### config.mk
export PLATFORM = sky130hd
export DESIGN_NAME = param_regfile_alu_seq_flat
export DESIGN_NICKNAME = d
export VERILOG_FILES = /design/src/rtl/param_regfile_alu_seq_if.sv /design/src/rtl/param_regfile_alu_seq.sv /design/src/flat_wrapper.sv
export SDC_FILE = /design/constraint.sdc
export NUM_CORES = 1
export LEC_CHECK = 0
export CAP_MARGIN = 15
export CORE_ASPECT_RATIO = 2
export CORE_MARGIN = 4
export CORE_UTILIZATION = 53
export CTS_CLUSTER_DIAMETER = 100
export CTS_CLUSTER_SIZE = 12
export DETAILED_ROUTE_END_ITERATION = 6
export PLACE_DENSITY = 0.88
export SLEW_MARGIN = 20
export SYNTH_ARGS = -nofsm -noshare
export SYNTH_HDL_FRONTEND = slang
export SYNTH_SLANG_ARGS = --single-unit
### constraint.sdc
create_clock -name clk -period 3.9 [get_ports clk]
set_clock_uncertainty 0.15 [all_clocks]
set_input_delay 0.39 -clock clk [delete_from_list [all_inputs] [get_ports clk]]
set_output_delay 0.39 -clock clk [all_outputs]
set_load 0.01 [all_outputs]
### src/rtl/param_regfile_alu_seq_if.sv
// Command/status bundle for param_regfile_alu_seq: strobes and operand input
// from the button logic, result and flags back to the display/LED logic.
interface param_regfile_alu_seq_if #(
  parameter int DATA_W = 4
);
  logic [DATA_W-1:0] in;
  logic              op;
  logic              rr1_wr;
  logic              rr2_wd;
  logic              we;
  logic [DATA_W-1:0] result;
  logic              cf;
  logic              zf;
  logic              sf;
  logic              vf;
  logic              done;
  logic              err;
  logic [1:0]        state;

  modport master (
    output in, op, rr1_wr, rr2_wd, we,
    input  result, cf, zf, sf, vf, done, err, state
  );

  modport slave (
    input  in, op, rr1_wr, rr2_wd, we,
    output result, cf, zf, sf, vf, done, err, state
  );
endinterface

### src/rtl/param_regfile_alu_seq.sv
// Button-driven register-file ALU: synchronised strobes step a sequencer through
// opcode, operand A, operand B (with result preview) and write-back.
module param_regfile_alu_seq #(
  parameter int DATA_W = 4,
  parameter int NREGS  = 4
) (
  input logic                    clk,
  input logic                    rst_n,
  param_regfile_alu_seq_if.slave bus
);
  localparam int RA_W  = $clog2(NREGS);
  localparam int EXT_W = (DATA_W > 4) ? DATA_W : 4;

  typedef enum logic [1:0] {S_OP = 2'd0, S_A = 2'd1, S_B = 2'd2, S_EX = 2'd3} state_t;
  typedef enum logic [3:0] {
    OP_NOP = 4'd0, OP_ADD = 4'd1, OP_SUB = 4'd2, OP_AND = 4'd3, OP_LDI = 4'd4,
    OP_OR  = 4'd5, OP_XOR = 4'd6, OP_NOT = 4'd7, OP_SHL = 4'd8, OP_SHR = 4'd9
  } opcode_t;

  // Bit order everywhere: [0] op, [1] rr1_wr, [2] rr2_wd, [3] we
  logic [3:0] raw, sync1, sync2, prev, ev;
  assign raw = {bus.we, bus.rr2_wd, bus.rr1_wr, bus.op};

  // Flops reset high so a strobe already high at reset release is not an edge
  always_ff @(posedge clk or negedge rst_n) begin
    if (!rst_n) begin
      sync1 <= '1;
      sync2 <= '1;
      prev  <= '1;
    end else begin
      sync1 <= raw;
      sync2 <= sync1;
      prev  <= sync2;
    end
  end
  assign ev = sync2 & ~prev;

  state_t            state_q, state_d;
  opcode_t           opcode_q, opcode_d;
  logic [RA_W-1:0]   a_idx_q, a_idx_d;
  logic              err_q, err_d, done_q, done_d;
  logic              load_res, wr_en;
  logic [DATA_W-1:0] regs [NREGS];
  logic [DATA_W-1:0] result_q;
  logic              cf_q, zf_q, sf_q, vf_q;

  logic [EXT_W-1:0]  in_ext;
  logic              op_legal, multi_ev;
  assign in_ext   = EXT_W'(bus.in);
  assign op_legal = (in_ext[3:0] <= 4'd9) && ((in_ext >> 4) == '0);
  assign multi_ev = |(ev & (ev - 4'd1));

  // op outranks every other simultaneous event; any other collision is an error
  always_comb begin
    state_d  = state_q;
    opcode_d = opcode_q;
    a_idx_d  = a_idx_q;
    err_d    = err_q;
    done_d   = 1'b0;
    load_res = 1'b0;
    wr_en    = 1'b0;
    if (ev[0]) begin
      opcode_d = opcode_t'(in_ext[3:0]);
      err_d    = !op_legal;
      state_d  = op_legal ? S_A : S_OP;
    end else if (multi_ev) begin
      err_d = 1'b1;
    end else if (ev[1] && state_q == S_A) begin
      a_idx_d = bus.in[RA_W-1:0];
      state_d = S_B;
    end else if (ev[2] && state_q == S_B) begin
      load_res = 1'b1;
      state_d  = S_EX;
    end else if (ev[3] && state_q == S_EX) begin
      wr_en   = (opcode_q != OP_NOP);
      done_d  = 1'b1;
      state_d = S_OP;
    end else if (ev != '0) begin
      err_d = 1'b1;
    end
  end

  logic [DATA_W-1:0] a_val, b_val, alu_res;
  logic [DATA_W:0]   sum;
  logic              alu_cf, alu_vf;
  assign a_val = regs[a_idx_q];
  assign b_val = (opcode_q == OP_LDI) ? bus.in : regs[bus.in[RA_W-1:0]];
  assign sum   = {1'b0, a_val} + {1'b0, b_val};

  always_comb begin
    alu_res = a_val;
    alu_cf  = 1'b0;
    alu_vf  = 1'b0;
    case (opcode_q)
      OP_ADD: begin
        {alu_cf, alu_res} = sum;
        alu_vf = (a_val[DATA_W-1] == b_val[DATA_W-1]) && (sum[DATA_W-1] != a_val[DATA_W-1]);
      end
      OP_SUB: begin
        alu_res = a_val - b_val;
        alu_cf  = (a_val < b_val);
        alu_vf  = (a_val[DATA_W-1] != b_val[DATA_W-1]) && (alu_res[DATA_W-1] != a_val[DATA_W-1]);
      end
      OP_AND: alu_res = a_val & b_val;
      OP_OR:  alu_res = a_val | b_val;
      OP_XOR: alu_res = a_val ^ b_val;
      OP_NOT: alu_res = ~a_val;
      OP_LDI: alu_res = b_val;
      OP_SHL: {alu_cf, alu_res} = {a_val, 1'b0};
      OP_SHR: {alu_res, alu_cf} = {1'b0, a_val};
      default: alu_res = a_val;
    endcase
  end

  always_ff @(posedge clk or negedge rst_n) begin
    if (!rst_n) begin
      state_q  <= S_OP;
      opcode_q <= OP_NOP;
      a_idx_q  <= '0;
      err_q    <= 1'b0;
      done_q   <= 1'b0;
    end else begin
      state_q  <= state_d;
      opcode_q <= opcode_d;
      a_idx_q  <= a_idx_d;
      err_q    <= err_d;
      done_q   <= done_d;
    end
  end

  always_ff @(posedge clk or negedge rst_n) begin
    if (!rst_n) begin
      for (int unsigned i = 0; i < NREGS; i++) regs[i] <= '0;
      result_q <= '0;
      cf_q     <= 1'b0;
      zf_q     <= 1'b0;
      sf_q     <= 1'b0;
      vf_q     <= 1'b0;
    end else begin
      if (wr_en) regs[a_idx_q] <= result_q;
      if (load_res) begin
        result_q <= alu_res;
        cf_q     <= alu_cf;
        zf_q     <= (alu_res == '0);
        sf_q     <= alu_res[DATA_W-1];
        vf_q     <= alu_vf;
      end
    end
  end

  assign bus.result = result_q;
  assign bus.cf     = cf_q;
  assign bus.zf     = zf_q;
  assign bus.sf     = sf_q;
  assign bus.vf     = vf_q;
  assign bus.done   = done_q;
  assign bus.err    = err_q;
  assign bus.state  = state_q;
endmodule
### src/flat_wrapper.sv
// flat-port wrapper written by rule: the top's interface ports become plain ports
module param_regfile_alu_seq_flat 
#(
  parameter int DATA_W = 4,
  parameter int NREGS  = 4
)
  (clk, rst_n, bus_in, bus_op, bus_rr1_wr, bus_rr2_wd, bus_we, bus_result, bus_cf, bus_zf, bus_sf, bus_vf, bus_done, bus_err, bus_state);
  param_regfile_alu_seq_if #(.DATA_W(DATA_W)) bus_i ();
  input logic clk;
  input logic rst_n;
  input wire logic [$bits(bus_i.in)-1:0] bus_in;
  input wire logic [$bits(bus_i.op)-1:0] bus_op;
  input wire logic [$bits(bus_i.rr1_wr)-1:0] bus_rr1_wr;
  input wire logic [$bits(bus_i.rr2_wd)-1:0] bus_rr2_wd;
  input wire logic [$bits(bus_i.we)-1:0] bus_we;
  output wire logic [$bits(bus_i.result)-1:0] bus_result;
  output wire logic [$bits(bus_i.cf)-1:0] bus_cf;
  output wire logic [$bits(bus_i.zf)-1:0] bus_zf;
  output wire logic [$bits(bus_i.sf)-1:0] bus_sf;
  output wire logic [$bits(bus_i.vf)-1:0] bus_vf;
  output wire logic [$bits(bus_i.done)-1:0] bus_done;
  output wire logic [$bits(bus_i.err)-1:0] bus_err;
  output wire logic [$bits(bus_i.state)-1:0] bus_state;
  assign bus_i.in = bus_in;
  assign bus_i.op = bus_op;
  assign bus_i.rr1_wr = bus_rr1_wr;
  assign bus_i.rr2_wd = bus_rr2_wd;
  assign bus_i.we = bus_we;
  assign bus_result = bus_i.result;
  assign bus_cf = bus_i.cf;
  assign bus_zf = bus_i.zf;
  assign bus_sf = bus_i.sf;
  assign bus_vf = bus_i.vf;
  assign bus_done = bus_i.done;
  assign bus_err = bus_i.err;
  assign bus_state = bus_i.state;
  param_regfile_alu_seq #(.DATA_W(DATA_W), .NREGS(NREGS)) u_core (.clk(clk), .rst_n(rst_n), .bus(bus_i));
endmodule
Word-level counts from Yosys, hierarchy flattened:

Cells that the tools add are included.

* muxes and demuxes: 39
* reduce and logical (&&, ||, !) cells: 16
* $mul: 0
* bitwise logic cells: 11
* shift operators: 0
* $add $sub $neg: 3
* $lt $le $gt $ge: 5
* equal/unequal tests: 20
* div/mod/pow operators: 0

Operators with widths (count)
* 4-bit one-hot mux with 9 select lines: 1
* 4-bit 2-to-1 mux: 6
* 1-bit 2-to-1 mux: 21
* 4-bit binary-select mux with 2-bit select: 2
* 16-bit bitwise mux: 1
* 4-bit by 3-bit equality test with 1-bit output (second input constant): 4
* 4-bit AND: 3
* 4-bit nonzero test: 3
* 2-bit 2-to-1 mux: 5
* 3-bit by 1-bit inequality test with 1-bit output (second input constant): 3
* 4-bit demux with 2-bit select: 1
* 4-bit by 2-bit equality test with 1-bit output (second input constant): 2
* 4-bit equality test (second input constant): 2
* 4-bit inverter: 2
* 3-bit >= comparator (second input constant): 2
* 1-bit logical AND: 6
* 2-bit inverter with 3-bit output: 2
* 4-bit by 4-bit adder with 5-bit output: 1
* 2-bit equality test (second input constant): 2
* 4-bit by 1-bit equality test with 1-bit output (second input constant): 1
* 4-bit less-or-equal comparator (second input constant): 1
* 4-bit zero test: 1
* 4-bit less-than comparator: 1
* 4-bit bitwise OR: 1
* other kinds (17): 20

* RAM bits: 0
* bits in registers: 46
* latch bits: 0
* memories: 0
* output and inout port bits: 12
* logic and storage cells: 111
* input port bits: 10
* bits in read-only memories: 0

Depth between registers and ports, before layout:

* depth after elaboration: 9
* gate-level depth with buffers: 16
* depth with buffers taken out: 14

Least setup slack after synthesis:

No wires, ideal clock.

* path kind: reg-to-reg
* start point: reg u_core.opcode_q[1]
* end point: reg u_core.zf_q (netlist: u_core.bus.zf)
* setup time: 67 ps
* slack: 191 ps
* buffers on the path: 2
* required time: 3683 ps
* clock period less this slack: 3709 ps
* arrival: 3493 ps
* cell stages (with the launch flop): 16
* path through: dfrtp_1 > clkbuf_1 > buf_1 > nor4b_2 > a211oi_1 > a21o_1 > inv_1 > ha_1 > inv_1 > fa_1 > xor2_1 > a21oi_1 > o311a_1 > o32a_1 > nor3_1 > a32o_2

* longest elaborated chain between the ends: 5
* elaborated cells between the ends (all ways): 17
* classes of those cells: 2 x add/sub; 9 x eq/ne; 2 x mux; 3 x bitwise; 1 x reduce/logical

RTL lines
* start, declared: RTL line param_regfile_alu_seq.sv:39 `opcode_t opcode_q, opcode_d;`
* start signal, assigned: RTL line param_regfile_alu_seq.sv:124 `opcode_q <= opcode_d;`
* 4-bit by 3-bit equality test with 1-bit output: RTL line param_regfile_alu_seq.sv:87, param_regfile_alu_seq.sv:94
* 4-bit 2-to-1 mux: RTL line param_regfile_alu_seq.sv:87 `assign b_val = (opcode_q == OP_LDI) ? bus.in : regs[bus.in[RA_W-1:0]];`
* 4-bit subtractor (tied with other cells): RTL line param_regfile_alu_seq.sv:100 `alu_res = a_val - b_val;`
* 4-bit one-hot mux with 9 select lines *: RTL line param_regfile_alu_seq.sv:94 `case (opcode_q)`
* 4-bit zero test *: RTL line param_regfile_alu_seq.sv:144 `zf_q <= (alu_res == '0);`
* end signal, assigned: RTL line param_regfile_alu_seq.sv:144
* end, declared: RTL line param_regfile_alu_seq.sv:45 `logic cf_q, zf_q, sf_q, vf_q;`

Every way passes the cells marked *; elsewhere a longest branch is shown, timed or not.
A chain may end at the register's enable or synchronous reset.

Worst setup path after layout:

* start point: in bus_in[0]
* end point: reg u_core.zf_q (netlist: u_core.bus.zf)

* longest elaborated chain between the ends: 8
* elaborated cells between the ends (all ways): 12
* classes of those cells: 2 x add/sub; 5 x mux; 4 x bitwise; 1 x reduce/logical

RTL lines
* start, declared: RTL line flat_wrapper.sv:11 `input wire logic [$bits(bus_i.in)-1:0] bus_in;`
* 2-bit inverter with 3-bit output (implied by the code): RTL line param_regfile_alu_seq.sv:87
* 4-bit binary-select mux with 2-bit select: RTL line param_regfile_alu_seq.sv:87
* 4-bit 2-to-1 mux (implied by the code) (2 in a row): RTL line param_regfile_alu_seq.sv:87
* 4-bit 2-to-1 mux *: RTL line param_regfile_alu_seq.sv:87
* 4-bit subtractor (tied with other cells): RTL line param_regfile_alu_seq.sv:100
* 4-bit one-hot mux with 9 select lines *: RTL line param_regfile_alu_seq.sv:94
* 4-bit zero test *: RTL line param_regfile_alu_seq.sv:144

Every way passes the cells marked *; elsewhere a longest branch is shown, timed or not. The select of a mux whose other input is x is not followed.

==> key figures <==
Die
  • Die area: ~0.0066 mm²
  • Core Area: slightly above 0.005 mm²
  • Die X: ~59 µm
  • Initial Util: 0.543
  • Row cnt: 37
  • I/O pins: 22
  • Die height: 111 µm

Route
  • ANT nets after route: 0
  • DRC viols: 0
  • DRT Pass-1 Iters: 5
  • DR vias/cell: 6.32
  • Final WL: around 6400 µm
  • Drt initial violations: approximately 110
  • Post-DR wirelength/cell: around 18 µm
  • Via count: 2,206

Layout
  • N_diodes: 0
  • # nets final: between 300 and 400
  • Share of cells above drive strength 1: 0.230
  • Area Overhead vs Synth: 13.3%
  • Final core occ: 0.616

Outcome
  • Run status: completed

STA
  • Setup TNS: 0 ps
  • Final Critical Period: roughly 3400 ps
  • Rel. slew slack: 0.380
  • Pins Over Slew Limit: 0
  • RSZ-0062 raised after global routing: false
  • Worst-Margin Slew: slightly above 900 ps
  • Final period utilization: 0.877
  • Max Clock Freq: roughly 300 MHz
  • # setup viols final: 0
  • Final Worst Setup Slack: 479 ps
  • Hold Vio Cnt, Final: 0

Synthesis
  • Post-synth top cells: dfrtp_1 (33), nor2_1 (24), mux2_2 (23), a21oi_1 (15), inv_1 (15)
  • Yosys warning total: 0
  • Mapped Nets: between 200 and 300
  • #FFs+latches synth: 45
  • Avg Cell Area, Syn: ~10 µm²
  • Ys async rst share: 1.00
  • Post-Synthesis Cell Area: around 0.0028 mm²
  • Most common cell in the netlist: dfrtp_1
  • Register area share after synthesis: 0.409
  • Synth cell types: 61
  • Main area contributors after synthesis: dfrtp_1 (30%), dfstp_2 (11%), mux2_2 (9.3%)
  • Post-synth top area cell: dfrtp_1
  • Area share of the leading cell type in the synthesized netlist: 0.296
  • Cell count after synthesis: 268
  • Leading register cell type out of synthesis: dfrtp_1
  • Post-synth EDFFs: 0

Clocking
  • CTS tree: built
  • Deepest clock path buffer count: 2
  • Worst-Skew Late Latency: between 300 and 400 ps
  • Clock sink count: between 40 and 50
  • Cts repair resizes: 0
  • Register clock-pin slew on the reported worst setup and hold paths: around 100 ps
  • H-tree depth: 2
  • Hold_buf cts: 0
  • Root Driver: clkbuf_8
  • Post-CTS setup buffer count: 0
  • Total CTS buffers: 5

Placed design
  • DP HPWL: between 4000 and 5000 µm
  • Worst slack, placed: approximately 170 ps
  • Port bufs: 21
  • Routability Congestion: 0.947

Worst setup path
  • Slowest stage delay, CP: 620 ps
  • WP depth: 10
  • Crit start category: primary input
  • Critical path's top delay family: compound AO/OA/AOI/OAI gates
  • Worst-path maximum fanout: 5
  • Critical-path cell list: clkdlybuf4s50_1 -> buf_4 -> mux4_2 -> mux2i_1 -> ha_1 -> a22oi_1 -> nor2_1 -> a221o_1 -> o32ai_1 -> a32o_2
  • Kind of critical path: in2reg
  • Critical-path cell with the highest stage delay: clkdlybuf4s50_1
  • Worst reg2reg path depth: 10
  • Critical path endpoint category: flop
  • Worst path buffer plus inverter count: 2
  • Critical path required time: about 4000 ps
  • Critical Path AT: 3510 ps

Global routing
  • All-Layer GR Usage: 0.212
  • Global-route wire length before repair: roughly 11,000 µm
  • Global route overflow: 0
  • Initial antenna violation count: 0
  • Vias in the first global route: around 2,300
  • Largest net degree at the start of global routing: 46

Power
  • Maximum vdd drop: between 0.5 and 0.6 mV
  • Final Power: between 1500 and 2000 µW
  • Power Dens Cells: 542 mW/mm²
  • Leakage Power: between 0.001 and 0.0015 µW

Hold path
  • Tightest Hold Check Type: in2async

Job
  • Max-cap violations: 0
==> worst register-to-register path, cell delays in order (launching register included) <==
cell and delay [ps]:
dfrtp_1 430, buf_4 190, mux4_2 630, inv_1 210, ha_1 290, a21o_1 200, a21oi_1 300, xor2_1 180
nor4_1 60, o32ai_1 430, a32o_2 240
==> logic make-up after synthesis <==
| group | after synthesis | synth area share |
|---|---|---|
| buf+inv | 31 | 0.0475 |
| flops | 45 | 0.409 |
| mux | 35 | 0.164 |
| fa+ha+maj | 14 | 0.0681 |
| xor+xnor | 6 | 0.0188 |
| compound gates | 55 | 0.134 |
| simple gates | 82 | 0.159 |
==> layer usage <==
| layer | share of wire | GRT usage | vias up |
|---|---|---|---|
| li1 | - | - | 1008 |
| met1 | 0.33 | 0.211 | 1059 |
| met2 | 0.54 | 0.358 | 98 |
| met3 | 0.045 | 0.0385 | 41 |
| met4 | 0.080 | 0.174 | 0 |
| met5 | 0 | 0 | - |
==> path summary, 6_finish.rpt <==
check	start	to	slack [ps]
setup reg to reg	u_core.a_idx_q[0]	u_core.bus.zf	520
min in group clk	u_core.sync1[0]	u_core.sync2[0]	210
max in group asynchronous	rst_n	u_core.bus.zf	2950
hold reg to reg	u_core.sync1[0]	u_core.sync2[0]	210
setup / recovery	bus_in[0]	u_core.bus.zf	480
hold / removal	rst_n	u_core.opcode_q[2]	50
==> sequential cells by signal (all words and copies together) (netlist names) <==
name / cells
u_core.opcode_q: 4
u_core.bus.err: 1
u_core.bus.vf: 1
u_core.a_idx_q: 2
u_core.bus.sf: 1
u_core.regs: 16
u_core.bus.cf: 1
u_core.bus.zf: 1
u_core.bus.done: 1
u_core.sync1: 4
u_core.prev: 4
u_core.bus.state: 2
u_core.bus.result: 3
u_core.sync2: 4
==> power by group <==
| group | internal [µW] | switching, µW | total [µW] |
|---|---|---|---|
| Combinational | 361 | 375 | 736 |
| Clock | 133 | 170 | 302 |
| Sequential | 568 | 108 | 676 |
| Total | 1060 | 653 | 1720 |
==> placed cells by master, fill, tap and decap left out, types with 2 or more instances in the layout <==
cell / instances
o41ai_1: 2
dfstp_2: 12
nor3_1: 7
clkdlybuf4s50_1: 20
nand2b_1: 5
fa_1: 2
nand3_1: 6
or4_1: 2
a21oi_1: 15
buf_4: 10
mux2i_1: 6
nor2b_1: 9
a211oi_1: 2
a31oi_1: 3
mux4_2: 5
nand3b_1: 2
mux2_2: 23
xor2_1: 3
clkbuf_8: 5
o22ai_1: 3
inv_1: 15
a21o_1: 3
nand2_1: 14
o21ai_0: 10
inv_6: 3
ha_1: 12
dfrtp_1: 33
nor2_1: 24
xnor2_1: 3
==> through the flow <==
step / area, µm² / cells / hold WS, ps
after floorplan: 2790 / 268 / -55.6
after global placement: 3070 / 341 / 197
after detailed placement: 3070 / 341 / 198
after CTS: 3160 / 349 / 89.8
after global routing: 3160 / 349 / 139
final: 3160 / 349 / 54.6
==> cell type report <==
class	count	area, µm²
clock buffer	5	68.8
clock inverter	3	26.3
tap	58	72.6
inverter	15	56.3
sequential	45	1140
timing repair buffer	31	280
fill	406	1970
multi-input combinational	192	1520
No activity file was read; power rests on OpenSTA's default activity.
